<file path="src/rtl/fetch_ctrl_pkg.sv">
// rtl/fetch_ctrl_pkg.sv - PC select codes and sequencer state encoding for the fetch controller
package fetch_ctrl_pkg;

    localparam logic [1:0] PC_SEL_PC4 = 2'b00;
    localparam logic [1:0] PC_SEL_BR  = 2'b01;
    localparam logic [1:0] PC_SEL_JR  = 2'b10;
    localparam logic [1:0] PC_SEL_JAL = 2'b11;

    typedef enum logic [1:0] {
        ST_BOOT       = 2'd0,
        ST_RUN        = 2'd1,
        ST_IMISS      = 2'd2,
        ST_REDIR_PEND = 2'd3
    } state_t;

endpackage

</file>
<file path="src/rtl/fetch_ctrl_if.sv">
// rtl/fetch_ctrl_if.sv - hazard/redirect inputs and PC/IF-ID control outputs of the fetch controller
interface fetch_ctrl_if #(
    parameter int CNT_W = 16
);
    logic             Branch_Taken;
    logic             JR_D;
    logic             JAL_D;
    logic             ICache_Stall;
    logic             DCache_Stall;
    logic             Load_Use;
    logic [1:0]       PC_Sel;
    logic             PC_EN;
    logic             Flush_IF;
    logic             Flush_ID;
    logic             Stall_ID;
    logic             Hold_Branch;
    logic [CNT_W-1:0] Stall_Count;

    // master is the controller itself; slave is the pipeline side feeding hazards in
    modport master (
        input  Branch_Taken, JR_D, JAL_D, ICache_Stall, DCache_Stall, Load_Use,
        output PC_Sel, PC_EN, Flush_IF, Flush_ID, Stall_ID, Hold_Branch, Stall_Count
    );

    modport slave (
        output Branch_Taken, JR_D, JAL_D, ICache_Stall, DCache_Stall, Load_Use,
        input  PC_Sel, PC_EN, Flush_IF, Flush_ID, Stall_ID, Hold_Branch, Stall_Count
    );
endinterface

</file>
<file path="src/rtl/fetch_ctrl_sat_counter.sv">
// rtl/fetch_ctrl_sat_counter.sv - clearable up-counter that sticks at all-ones
module sat_counter #(
    parameter int W = 8
) (
    input  logic         clk,
    input  logic         clr,
    input  logic         inc,
    output logic [W-1:0] q
);

    always_ff @(posedge clk) begin
        if (clr) begin
            q <= '0;
        end else if (inc && (q != '1)) begin
            q <= q + W'(1);
        end
    end

endmodule

</file>
<file path="src/rtl/fetch_ctrl.sv">
// rtl/fetch_ctrl.sv - PC redirect arbiter and front-end freeze sequencer
module fetch_ctrl
    import fetch_ctrl_pkg::*;
#(
    parameter int BOOT_CYCLES = 2,
    parameter int CNT_W       = 16
) (
    input  logic             CLK,
    input  logic             RST,
    fetch_ctrl_if.master     bus
);

    localparam int            BW        = $clog2(BOOT_CYCLES + 1);
    localparam logic [BW-1:0] BOOT_LAST = BW'(BOOT_CYCLES - 1);

    state_t        state;
    state_t        state_nx;
    logic          pending;
    logic          pending_nx;
    logic [BW-1:0] boot_cnt;

    logic [1:0]    sel;
    logic          en;
    logic          fi;
    logic          fd;
    logic          sid;

    sat_counter #(.W(BW)) u_boot_cnt (
        .clk (CLK),
        .clr (RST || (state != ST_BOOT)),
        .inc ((state == ST_BOOT) && !bus.DCache_Stall),
        .q   (boot_cnt)
    );

    sat_counter #(.W(CNT_W)) u_stall_cnt (
        .clk (CLK),
        .clr (RST),
        .inc (!en),
        .q   (bus.Stall_Count)
    );

    always_comb begin
        state_nx   = state;
        pending_nx = pending;
        sel        = PC_SEL_PC4;
        en         = 1'b1;
        fi         = 1'b0;
        fd         = 1'b0;
        sid        = 1'b0;

        if (RST) begin
            en  = 1'b0;
            sid = 1'b1;
        end else if (bus.DCache_Stall) begin
            // EX is frozen too, so a branch seen now is re-presented once the miss clears
            en  = 1'b0;
            sid = 1'b1;
            if (pending) sel = PC_SEL_BR;
        end else begin
            unique case (state)
                ST_BOOT: begin
                    en  = 1'b0;
                    sid = 1'b1;
                    if (boot_cnt == BOOT_LAST) state_nx = ST_RUN;
                end
                ST_RUN: begin
                    if (bus.Branch_Taken && bus.ICache_Stall) begin
                        en         = 1'b0;
                        fd         = 1'b1;
                        pending_nx = 1'b1;
                        state_nx   = ST_REDIR_PEND;
                    end else if (bus.Branch_Taken) begin
                        sel = PC_SEL_BR;
                        fi  = 1'b1;
                        fd  = 1'b1;
                    end else if (bus.ICache_Stall) begin
                        en       = 1'b0;
                        sid      = 1'b1;
                        state_nx = ST_IMISS;
                    end else if (bus.Load_Use) begin
                        en  = 1'b0;
                        sid = 1'b1;
                        fd  = 1'b1;
                    end else if (bus.JR_D) begin
                        sel = PC_SEL_JR;
                        fi  = 1'b1;
                    end else if (bus.JAL_D) begin
                        sel = PC_SEL_JAL;
                        fi  = 1'b1;
                    end
                end
                ST_IMISS: begin
                    if (!bus.ICache_Stall && bus.Branch_Taken) begin
                        sel      = PC_SEL_BR;
                        fi       = 1'b1;
                        fd       = 1'b1;
                        state_nx = ST_RUN;
                    end else begin
                        en  = 1'b0;
                        sid = 1'b1;
                        fd  = 1'b1;
                        if (bus.Branch_Taken) begin
                            pending_nx = 1'b1;
                            state_nx   = ST_REDIR_PEND;
                        end else if (!bus.ICache_Stall) begin
                            state_nx = ST_RUN;
                        end
                    end
                end
                ST_REDIR_PEND: begin
                    sel = PC_SEL_BR;
                    fd  = 1'b1;
                    if (bus.ICache_Stall) begin
                        en = 1'b0;
                    end else begin
                        fi         = 1'b1;
                        pending_nx = 1'b0;
                        state_nx   = ST_RUN;
                    end
                end
                default: begin
                    en       = 1'b0;
                    sid      = 1'b1;
                    state_nx = ST_BOOT;
                end
            endcase
        end
    end

    always_ff @(posedge CLK) begin
        if (RST) begin
            state   <= ST_BOOT;
            pending <= 1'b0;
        end else begin
            state   <= state_nx;
            pending <= pending_nx;
        end
    end

    assign bus.PC_Sel      = sel;
    assign bus.PC_EN       = en;
    assign bus.Flush_IF    = fi;
    assign bus.Flush_ID    = fd;
    assign bus.Stall_ID    = sid;
    assign bus.Hold_Branch = pending && !RST;

endmodule

</file>
<file path="src/flat_wrapper.sv">
// flat-port wrapper written by rule: the top's interface ports become plain ports
module fetch_ctrl_flat import fetch_ctrl_pkg::*;
#(
    parameter int BOOT_CYCLES = 2,
    parameter int CNT_W       = 16
)
  (CLK, RST, bus_Branch_Taken, bus_JR_D, bus_JAL_D, bus_ICache_Stall, bus_DCache_Stall, bus_Load_Use, bus_PC_Sel, bus_PC_EN, bus_Flush_IF, bus_Flush_ID, bus_Stall_ID, bus_Hold_Branch, bus_Stall_Count);
  fetch_ctrl_if #(.CNT_W(CNT_W)) bus_i ();
  input  logic CLK;
  input  logic RST;
  input wire logic [$bits(bus_i.Branch_Taken)-1:0] bus_Branch_Taken;
  input wire logic [$bits(bus_i.JR_D)-1:0] bus_JR_D;
  input wire logic [$bits(bus_i.JAL_D)-1:0] bus_JAL_D;
  input wire logic [$bits(bus_i.ICache_Stall)-1:0] bus_ICache_Stall;
  input wire logic [$bits(bus_i.DCache_Stall)-1:0] bus_DCache_Stall;
  input wire logic [$bits(bus_i.Load_Use)-1:0] bus_Load_Use;
  output wire logic [$bits(bus_i.PC_Sel)-1:0] bus_PC_Sel;
  output wire logic [$bits(bus_i.PC_EN)-1:0] bus_PC_EN;
  output wire logic [$bits(bus_i.Flush_IF)-1:0] bus_Flush_IF;
  output wire logic [$bits(bus_i.Flush_ID)-1:0] bus_Flush_ID;
  output wire logic [$bits(bus_i.Stall_ID)-1:0] bus_Stall_ID;
  output wire logic [$bits(bus_i.Hold_Branch)-1:0] bus_Hold_Branch;
  output wire logic [$bits(bus_i.Stall_Count)-1:0] bus_Stall_Count;
  assign bus_i.Branch_Taken = bus_Branch_Taken;
  assign bus_i.JR_D = bus_JR_D;
  assign bus_i.JAL_D = bus_JAL_D;
  assign bus_i.ICache_Stall = bus_ICache_Stall;
  assign bus_i.DCache_Stall = bus_DCache_Stall;
  assign bus_i.Load_Use = bus_Load_Use;
  assign bus_PC_Sel = bus_i.PC_Sel;
  assign bus_PC_EN = bus_i.PC_EN;
  assign bus_Flush_IF = bus_i.Flush_IF;
  assign bus_Flush_ID = bus_i.Flush_ID;
  assign bus_Stall_ID = bus_i.Stall_ID;
  assign bus_Hold_Branch = bus_i.Hold_Branch;
  assign bus_Stall_Count = bus_i.Stall_Count;
  fetch_ctrl #(.BOOT_CYCLES(BOOT_CYCLES), .CNT_W(CNT_W)) u_core (.CLK(CLK), .RST(RST), .bus(bus_i));
endmodule
</file>
<file path="config.mk">
export PLATFORM = sky130hd
export DESIGN_NAME = fetch_ctrl_flat
export DESIGN_NICKNAME = d
export VERILOG_FILES = /design/src/rtl/fetch_ctrl_pkg.sv /design/src/rtl/fetch_ctrl_if.sv /design/src/rtl/fetch_ctrl_sat_counter.sv /design/src/rtl/fetch_ctrl.sv /design/src/flat_wrapper.sv
export SDC_FILE = /design/constraint.sdc
export NUM_CORES = 1
export LEC_CHECK = 0
export CAP_MARGIN = 20
export CORE_UTILIZATION = 50
export CTS_CLUSTER_DIAMETER = 60
export DETAILED_ROUTE_END_ITERATION = 6
export GPL_TIMING_DRIVEN = 0
export HOLD_SLACK_MARGIN = 0.1
export PLACE_DENSITY = 0.8
export SYNTH_ARGS = -nofsm -noshare
export SYNTH_HDL_FRONTEND = slang
export SYNTH_SLANG_ARGS = --single-unit
export TNS_END_PERCENT = 1
</file>
<file path="constraint.sdc">
create_clock -name CLK -period 3.4 [get_ports CLK]
set_clock_uncertainty 0.2 [all_clocks]
set_input_delay 0.34 -clock CLK [delete_from_list [all_inputs] [get_ports CLK]]
set_output_delay 0.34 -clock CLK [all_outputs]
set_load 0.02 [all_outputs]
</file>
# Word level (Yosys, flattened, before mapping)
# Index checks and enable logic that the tools add are counted.
[word_totals]
wordCells = 93
ff_bits = 21
in_bits = 8
output_inout_bits = 23
[op_classes]
reduce_logical = 17
mux = 56
bitwise = 1
add_sub_neg = 2
eq_ne = 13
[ops]
columns = ["cell", "n"]
rows = [
  ["1-bit two-way mux", 34],
  ["2-bit two-way mux", 15],
  ["16-bit by 1-bit adder with 16-bit output (second input constant)", 1],
  ["16-bit != test (second input constant)", 1],
  ["2-bit != test (second input constant)", 5],
  ["1-bit case mux with 3 select lines", 3],
  ["2-bit case mux with 4 select lines", 1],
  ["1-bit logical AND", 6],
  ["3-bit by 2-bit != test with 1-bit output (second input constant)", 2],
  ["2-bit case mux with 3 select lines", 1],
  ["6-bit AND reduction", 1],
  ["2-bit by 1-bit == test with 1-bit output (second input constant)", 2],
  ["2-bit == test (second input constant)", 2],
  ["1-bit logical NOT", 4],
  ["1-bit case mux with 4 select lines", 1],
  ["4-bit AND reduction", 1],
  ["3-bit nonzero test", 1],
  ["2-bit by 1-bit adder with 2-bit output (second input constant)", 1],
  ["2-bit logical NOT", 1],
  ["2-bit by 1-bit != test with 1-bit output (second input constant)", 1],
  ["1-bit case mux with 2 select lines", 1],
  ["2-bit nonzero test", 1],
  ["2-bit OR reduction", 1],
  ["1-bit logical OR", 1],
  ["1-bit NOT", 1],
]

# Longest topological paths before layout
# Gate-level depths: netlist of run 1.
[logic_depth]
word_depth = 9
ltp_mapped = 8
mapped_depth_nobuf = 6

# Hierarchy
# A second synthesis of run 1 with hierarchy kept.
[unflattened]
cells_unflattened = 163
area_unflattened_um2 = 1315.0
[by_module_without_submodules]
columns = ["module", "seq_area_each_um2", "instances", "cells_per_inst", "area_per_inst_um2"]
rows = [
  ["sat_counter at u_core.u_stall_cnt", 320.3, 1, 99, 848.3],
  ["fetch_ctrl", 60.1, 1, 54, 352.8],
  ["sat_counter at u_core.u_boot_cnt", 40.0, 1, 10, 113.9],
]

# Worst setup path before layout of run 1
# Ideal clock, no wire load.
[synth_timing]
kind = "flip-flop to flip-flop"
start = "register u_core.u_stall_cnt.q[0]"
end = "register u_core.u_stall_cnt.q[11]"
setup_time_ps = 121
t_required_ps = 3079
stages_incl_launch_ff = 8
n_path_buf = 1
arrival_ps = 1788
setup_slack_ps = 1291
synth_period_minus_slack_ps = 2109
cell_sequence = "dfxtp_1 ha_1 and4_1 nand4bb_1 o21ai_2 buf_4 nor4_1 mux2_4"
[synth_via]
elab_chain_cells = 2
elab_cells_between_ends = 3
cone_classes = "add/sub: 1; eq/ne: 1; reduce/logical: 1"
[synth_rtl]
columns = ["item", "line", "rtl"]
rows = [
  ["from (decl)", "fetch_ctrl_sat_counter.sv:8", "output logic [W-1:0] q"],
  ["from (signal assigned)", "fetch_ctrl_sat_counter.sv:15", "q <= q + W'(1);"],
  ["branches (longest 2 deep; another with 16-bit by 1-bit adder with 16-bit output)", "n/a", ""],
]
# Several ways; the timed one is not identified.
# A chain may end at the register's enable or synchronous reset.

# Worst setup path in the final report of run 1
[layout_timing]
start = "input RST"
end = "output bus_PC_Sel[0]"
[layout_via]
elab_chain_cells = 1
[layout_rtl]
columns = ["item", "line", "rtl"]
rows = [
  ["from (decl)", "flat_wrapper.sv:10", "input logic RST;"],
  ["2-bit two-way mux", "fetch_ctrl.sv:51", "if (RST) begin"],
  ["to (decl)", "flat_wrapper.sv:17", "output wire logic [$bits(bus_i.PC_Sel)-1:0] bus_PC_Sel;"],
]
# No other way between the ends.

==> reports/qor.csv, run 1 <==
metric,value,unit
status,finished clean,
Synth Flop Type,dfxtp_1,
Overflow after GRT,0,
Required @ worst endpoint,2.86,ns
first drt pass iteration count,4,
hold_buf cts,0,
Antenna Diode Count,0,
Setup CP Type,input pin to output port,
Post-Syn Area,1300,um2
share of cells above drive strength 1,0.0990,
leakage,0.558,nW
"Reg clk slew, reported paths",0.13,ns
Synth Register Bits,21,
clk sinks,21,
P&R area growth vs syn,25.7,%
sum of negative setup slack,0,ns
"Seq/Total Area, Yosys",0.323,
Clock Path Buffers,2,
first-pass GRT wire length,5280,um
Syn Area/Cell,8.07,um2
post-CTS sizing,0,
ANT nets after route,0,
post-CTS setup repair buffer count,0,
Synth warnings,0,
Worst setup SP type,input pin,
P per Cell Area,282,nW/um2
"IR drop worst, VDD",0.249,mV
sequential cell area,420,um2
Top Ports,31,
"commonest non-fill, non-tap cell in the layout",clkdlybuf4s50_1,
via count,1331,
number of vias per cell,6.00,
DRC errors left,0,
initial DRC count,38,
die area,2810,um2
Post-synth EDFFs,0,
row cnt,18,
number of global-route vias before repair,1202,
Port Buf Inserts,27,
CTS Buf Count,3,
H-tree level count,1,
Root Buffer,clkbuf_4,
minimum clock period after layout,3.01,ns
antenna violations before repair,0,
average wire per standard cell,14.1,um
highest-count cells in the layout ignoring fill and taps,"27 x clkdlybuf4s50_1, 21 x dfxtp_1, 15 x nor2_1, 13 x a21oi_1, 9 x inv_1",
Netlist cell types,49,
DIE HEIGHT,53.0,um
Slew Limit Fails,0,
Final Cycle Share,0.885,
WHS,0.246,ns
FILL cells,245,
core area,2480,um2
max frequency,0.332,GHz
syn_nets,172,
CTS tree,done,
Worst-Skew Late Latency,0.30,ns
Synth Instances,161,
Die Wd,53.0,um
min-delay worst type,input pin to flip-flop,
worst-margin pin slew,0.556,ns
Worst setup EP type,output port,
final WL,3130,um
"Max FO, Critical Path",10,
Rel. slew slack,0.629,
multi-input logic area,788,um2
Max Cap Violations,0,
pin count of the biggest net entering global routing,12,
"Hold Violations, Final",0,
nets,204,
Final HPWL DP,2250,um
RSZ-0062 raised after global routing,false,
GPL Wtd Cong,0.870,
initial core utilization,0.525,
async set-reset flop share out of synthesis,0,
crit path DAT,2.47,ns
count of final setup violators,0,
gr usage total,0.252,
[final timing paths]
kind | from | to | slack, ns | cells after the start
setup reg to reg | u_core.u_stall_cnt.q[0] | u_core.u_stall_cnt.q[11] | 1.24 | 7
hold / removal | bus_ICache_Stall | u_core.state[1] | 0.25 | 3
hold reg to reg | u_core.u_stall_cnt.q[7] | u_core.u_stall_cnt.q[7] | 0.31 | 2
setup / recovery | RST | bus_PC_Sel[0] | 0.39 | 5
[cell families after synthesis]
logic type | synth area share
flops | 0.323
fa+ha+maj | 0.0289
xor+xnor | 0.0404
simple gates | 0.268
compound gates | 0.222
buf+inv | 0.0703
mux | 0.0472
[synthesized netlist by cell type (2+ instances only)]
| cell type | number | area share |
|---|---|---|
| nor2_1 | 15 | 0.043 |
| o31ai_1 | 3 | 0.017 |
| nor2b_1 | 5 | 0.024 |
| buf_2 | 4 | 0.015 |
| or3_1 | 4 | 0.019 |
| nor4_1 | 6 | 0.029 |
| ha_1 | 3 | 0.029 |
| xnor2_1 | 5 | 0.034 |
| or4_1 | 3 | 0.017 |
| o21ai_0 | 8 | 0.031 |
| a211oi_1 | 2 | 0.012 |
| mux2_4 | 2 | 0.023 |
| a2111oi_1 | 3 | 0.023 |
| o21ai_1 | 4 | 0.015 |
| a21o_1 | 2 | 0.012 |
| nand2_1 | 7 | 0.020 |
| nor3_1 | 3 | 0.012 |
| mux2i_1 | 2 | 0.015 |
| dfxtp_1 | 21 | 0.32 |
| clkbuf_1 | 5 | 0.014 |
| and3_1 | 2 | 0.0096 |
| nand3_1 | 5 | 0.019 |
| a21oi_1 | 13 | 0.050 |
| inv_1 | 9 | 0.026 |
[registers in the layout, indices dropped and copies added, names as in the netlist]
register / flops
u_core.u_stall_cnt.q: 16
u_core.pending: 1
u_core.u_boot_cnt.q: 2
u_core.state: 2
[through the flow]
stage / area [um2] / utilization / cells / worst slack, ns / total power, W
after floorplan: 1300 / - / 161 / 1.29 / 0.000317
after global placement: 1610 / 0.649 / 218 / 0.476 / 0.000340
after detailed placement: 1610 / 0.649 / 218 / 0.447 / 0.000343
after CTS: 1630 / 0.660 / 222 / 0.429 / 0.000463
after global routing: 1630 / 0.660 / 222 / 0.317 / 0.000484
final: 1630 / 0.660 / 222 / 0.391 / 0.000461
[worst max-delay path, cell delays in order]
cell and delay, ns:
clkdlybuf4s50_1 0.54, clkbuf_1 0.43, clkbuf_1 0.50, nor2_1 0.10
clkdlybuf4s50_1 0.56
[power by group]
group | total (W) | switching (W) | internal, W
sequential | 0.000261 | 0.00000708 | 0.000254
clock | 0.000123 | 0.0000770 | 0.0000457
combinational | 0.0000776 | 0.0000453 | 0.0000323
total | 0.000461 | 0.000129 | 0.000332
[metal layers]
metal,share of wire,wire (um),track usage,vias up
met4,0.0048,15,0.0395,0
met1,0.47,1470,0.320,627
met5,0,0,0,-
met2,0.48,1500,0.435,49
li1,-,-,-,653
met3,0.047,147,0.0575,2
[final cells by class]
type / instances / area share
Multi-Input combinational cell: 120 / 0.482
Sequential cell: 21 / 0.257
Timing Repair Buffer: 27 / 0.165
Buffer: 11 / 0.0352
Tap cell: 30 / 0.0230
Inverter: 9 / 0.0207
Clock buffer: 4 / 0.0161
No activity file was read; power rests on OpenSTA's default activity.
==> run 2: changes to the inputs <==
--- a/config.mk
+++ b/config.mk
@@ -12,6 +12,7 @@
 export GPL_TIMING_DRIVEN = 0
 export HOLD_SLACK_MARGIN = 0.1
 export PLACE_DENSITY = 0.8
+export SKIP_LAST_GASP = 1
 export SYNTH_ARGS = -nofsm -noshare
 export SYNTH_HDL_FRONTEND = slang
 export SYNTH_SLANG_ARGS = --single-unit
==> results of run 2 <==
Final layout, timing and power as in run 1 (identical DEF).
==> run 3: changes to the inputs <==
--- a/config.mk
+++ b/config.mk
@@ -15,5 +15,6 @@
 export SKIP_LAST_GASP = 1
 export SYNTH_ARGS = -nofsm -noshare
 export SYNTH_HDL_FRONTEND = slang
+export SYNTH_HIERARCHICAL = 1
 export SYNTH_SLANG_ARGS = --single-unit
 export TNS_END_PERCENT = 1
==> constraint.sdc (replaced) <==
create_clock -name CLK -period 3.4 [get_ports CLK]
set_clock_uncertainty 0.2 [all_clocks]
set_input_delay 0.34 -clock CLK [delete_from_list [all_inputs] [get_ports CLK]]
set_output_delay 0.34 -clock CLK [all_outputs]
set_load 0.01 [all_outputs]
==> run 3 against run 2 <==
  * Synthesized area increased by 1.2%
  * Final area increased by 0.92%
  * Worst setup slack improved by 0.20 ns
  * Wire length increased by 2.1%
  * Critical path depth increased by 2
  * Cell count increased by 0.90%
  * Global-route usage decreased by 0.97 points
  * Core utilization increased by 0.61 points
  * First-iteration DRC count decreased by 7.9%
  * Clock power decreased by 5%
  * Sequential share of layout area decreased by 0.23 points
  * Register-to-register slack got worse by 0.10 ns
  * Critical path type unchanged
  * Largest cell class unchanged
==> reports/qor.csv, run 3 <==
metric,value,unit,change
Setup CP Type,input pin to output port,,
"Seq/Total Area, Yosys",0.320,,-0.00369
number of global-route vias before repair,1207,,+0.42%
Rel. slew slack,0.604,,-0.0248
Syn Area/Cell,8.07,um2,about the same
syn_nets,173,,+0.58%
nets,205,,+0.49%
Top Ports,31,,unchanged
Worst-Skew Late Latency,0.29,ns,about the same
sum of negative setup slack,0,ns,unchanged
Synth Instances,163,,+1.2%
Final HPWL DP,2340,um,+4.0%
gr usage total,0.242,,-0.00967
worst-margin pin slew,0.586,ns,+0.0295 ns
Yosys top cell area share,0.320,,-0.00369
Flop pwr share,0.579,,+0.013
core area,2480,um2,unchanged
sequential cell area,420,um2,unchanged
"IR drop worst, VDD",0.183,mV,-26%
row cnt,18,,unchanged
reg2reg setup slack,1.14,ns,-0.10 ns
Port Buf Inserts,27,,unchanged
first drt pass iteration count,4,,unchanged
Final Cycle Share,0.825,,-0.0602
WHS,0.222,ns,-0.0237 ns
average wire per standard cell,14.3,um,+1.2%
Synth warnings,6,,+6
top-count cell post-synth,dfxtp_1,,
P per Cell Area,276,nW/um2,-2.1%
leakage,0.557,nW,about the same
hold_buf cts,0,,unchanged
Die Wd,53.3,um,+0.56%
Worst setup EP type,output port,,
internal power,0.000337,W,+1.6%
pin count of the biggest net entering global routing,12,,unchanged
Max Cap Violations,0,,unchanged
highest-count cells in the layout ignoring fill and taps,"27 x clkdlybuf4s50_1, 21 x dfxtp_1, 15 x a21oi_1, 13 x nor2_1, 9 x nor3_1",,
clk sinks,21,,unchanged
count of final setup violators,0,,unchanged
"Hold Violations, Final",0,,unchanged
P&R area growth vs syn,25.4,%,
worst hold endpoint,u_core/state[1],,
die area,2840,um2,+1.1%
first-pass GRT wire length,5200,um,-1.4%
initial core utilization,0.531,,+0.00606
FF-to-FF path depth,7,,unchanged
max reg flops,16,,unchanged
async set-reset flop share out of synthesis,0,,unchanged
RSZ-0062 raised after global routing,false,,
"top cells by area, synth","dfxtp_1 32%, a21oi_1 5.7%, or4_1 4.6%",,
Netlist cell types,48,,-2.0%
crit path DAT,2.26,ns,-0.21 ns
ANT nets after route,0,,unchanged
status,finished clean,,
DIE HEIGHT,53.3,um,+0.56%
Logic pwr share,0.164,,-0.004
min-delay worst type,input pin to flip-flop,,
CTS Buf Count,3,,unchanged
Psw,0.000119,W,-8.2%
worst hold path startpoint,bus_ICache_Stall,,
via count,1358,,+2.0%
clock network fraction of total power,0.256,,-0.010
FILL cells,219,,-11%
Worst R2R Start,u_core/state[0],,
max frequency,0.357,GHz,+7.3%
CTS tree,done,,
multi-input logic area,827,um2,+4.9%
share of cells above drive strength 1,0.0722,,-0.0268
biggest regs,"u_core/u_stall_cnt/q (16), u_core/state (2), u_core/u_boot_cnt/q (2)",,
post-CTS setup repair buffer count,0,,unchanged
number of vias per cell,6.06,,+1.1%
Clock Path Buffers,2,,unchanged
"Max FO, Critical Path",10,,unchanged
minimum clock period after layout,2.80,ns,-0.205 ns
Post-Syn Area,1320,um2,+1.2%
sw frac,0.260,,-0.0200
initial DRC count,35,,-7.9%
reg2reg end,u_core/u_stall_cnt/q[7],,
antenna violations before repair,0,,unchanged
"commonest non-fill, non-tap cell in the layout",clkdlybuf4s50_1,,
DRC errors left,0,,unchanged
Antenna Diode Count,0,,unchanged
register with the most flip-flops,u_core/u_stall_cnt/q,,
Root Buffer,clkbuf_4,,
post-CTS sizing,0,,unchanged
final WL,3200,um,+2.1%
Post-synth EDFFs,0,,unchanged
GPL Wtd Cong,0.820,,-5.8%
Synth Register Bits,21,,unchanged
Required @ worst endpoint,2.86,ns,about the same
"area leader, netlist",dfxtp_1,,
most frequent cells after synthesis,"21 x dfxtp_1, 15 x a21oi_1, 13 x nor2_1, 9 x nor3_1",,
Worst setup SP type,input pin,,
Synth Flop Type,dfxtp_1,,
"Reg clk slew, reported paths",0.12,ns,about the same
hold path depth,3,,unchanged
H-tree level count,1,,unchanged
Overflow after GRT,0,,unchanged
Slew Limit Fails,0,,unchanged
-- run 3: cell count changes in the layout (fill, tap and decap cells not counted), sizes merged, moves of 2 or more --
| cell | change |
|---|---|
| a2111oi | -3 |
| buf | -2 |
| inv | -2 |
| nand2b | +2 |
| nand4 | +3 |
| nor2 | -2 |
| nor3 | +6 |
| nor3b | +3 |
| nor4 | -2 |
| o21a | +2 |
| o21ai | -5 |
| o31ai | +3 |
| or4 | +4 |
| xnor2 | -3 |
-- run 3: kinds of logic (layout without fill, tap and decap cells) --
logic type,Yosys count,count (layout),synth area share
AOI/OAI and AO/OA,42,42,0.200
xor gates and xnor gates,3,3,0.0200
buffers and inverters,17,48,0.0514
and+or+nand+nor,75,75,0.363
adders and majority gates,2,2,0.0190
DFF,21,21,0.320
muxes,3,3,0.0276
-- run 3: metal layers --
metal,global-route usage,routed length (um)
met5,0,0
met3,0.0374,165
met2,0.435,1580
met4,0.0351,12
met1,0.303,1440
-- run 3: how the worst max path moves through the flow --
stage,start,end,slack (ns),cells after the start
finish,bus_Branch_Taken,bus_PC_EN,0.60,7
global route,bus_Branch_Taken,bus_PC_EN,0.51,7
CTS,bus_Branch_Taken,bus_PC_EN,0.62,7
detailed placement,bus_Branch_Taken,bus_PC_EN,0.63,7
global placement,bus_Branch_Taken,bus_PC_EN,0.66,7
floorplan,bus_ICache_Stall,u_core/u_stall_cnt/q[6],1.25,7
-- run 3: final cells by class --
| cell class | instances | share of cell area |
|---|---|---|
| Multi-Input combinational cell | 125 | 0.502 |
| Sequential cell | 21 | 0.255 |
| Timing Repair Buffer | 27 | 0.164 |
| Buffer | 10 | 0.0250 |
| Tap cell | 30 | 0.0228 |
| Clock buffer | 4 | 0.0159 |
| Inverter | 7 | 0.0159 |
-- run 3: power by group through the flow --
stage          Clock, W  Sequential (W)  Combinational, W
2_1_floorplan         0        0.000269         0.0000484
3_3_place_gp          0        0.000269         0.0000701
3_5_place_dp          0        0.000269         0.0000743
4_1_cts        0.000119        0.000264         0.0000744
5_1_grt        0.000134        0.000266         0.0000823
6_report       0.000117        0.000264         0.0000749
-- run 3: worst max-delay path, cell delays in order --
cell,delay [ns]
clkdlybuf4s50_1,0.48
clkbuf_1,0.32
nand2b_1,0.16
a21oi_1,0.08
or2_4,0.31
inv_2,0.05
clkdlybuf4s50_1,0.52
-- run 3: per-stage QoR --
step | utilization | setup WS [ns] | instance area, um2 | total power, W | instances
2_1_floorplan | - | 1.25 | 1320 | 0.000317 | 163
3_3_place_gp | 0.655 | 0.660 | 1620 | 0.000339 | 220
3_5_place_dp | 0.655 | 0.628 | 1620 | 0.000343 | 220
4_1_cts | 0.666 | 0.620 | 1650 | 0.000457 | 224
5_1_grt | 0.666 | 0.512 | 1650 | 0.000482 | 224
6_report | 0.666 | 0.596 | 1650 | 0.000456 | 224
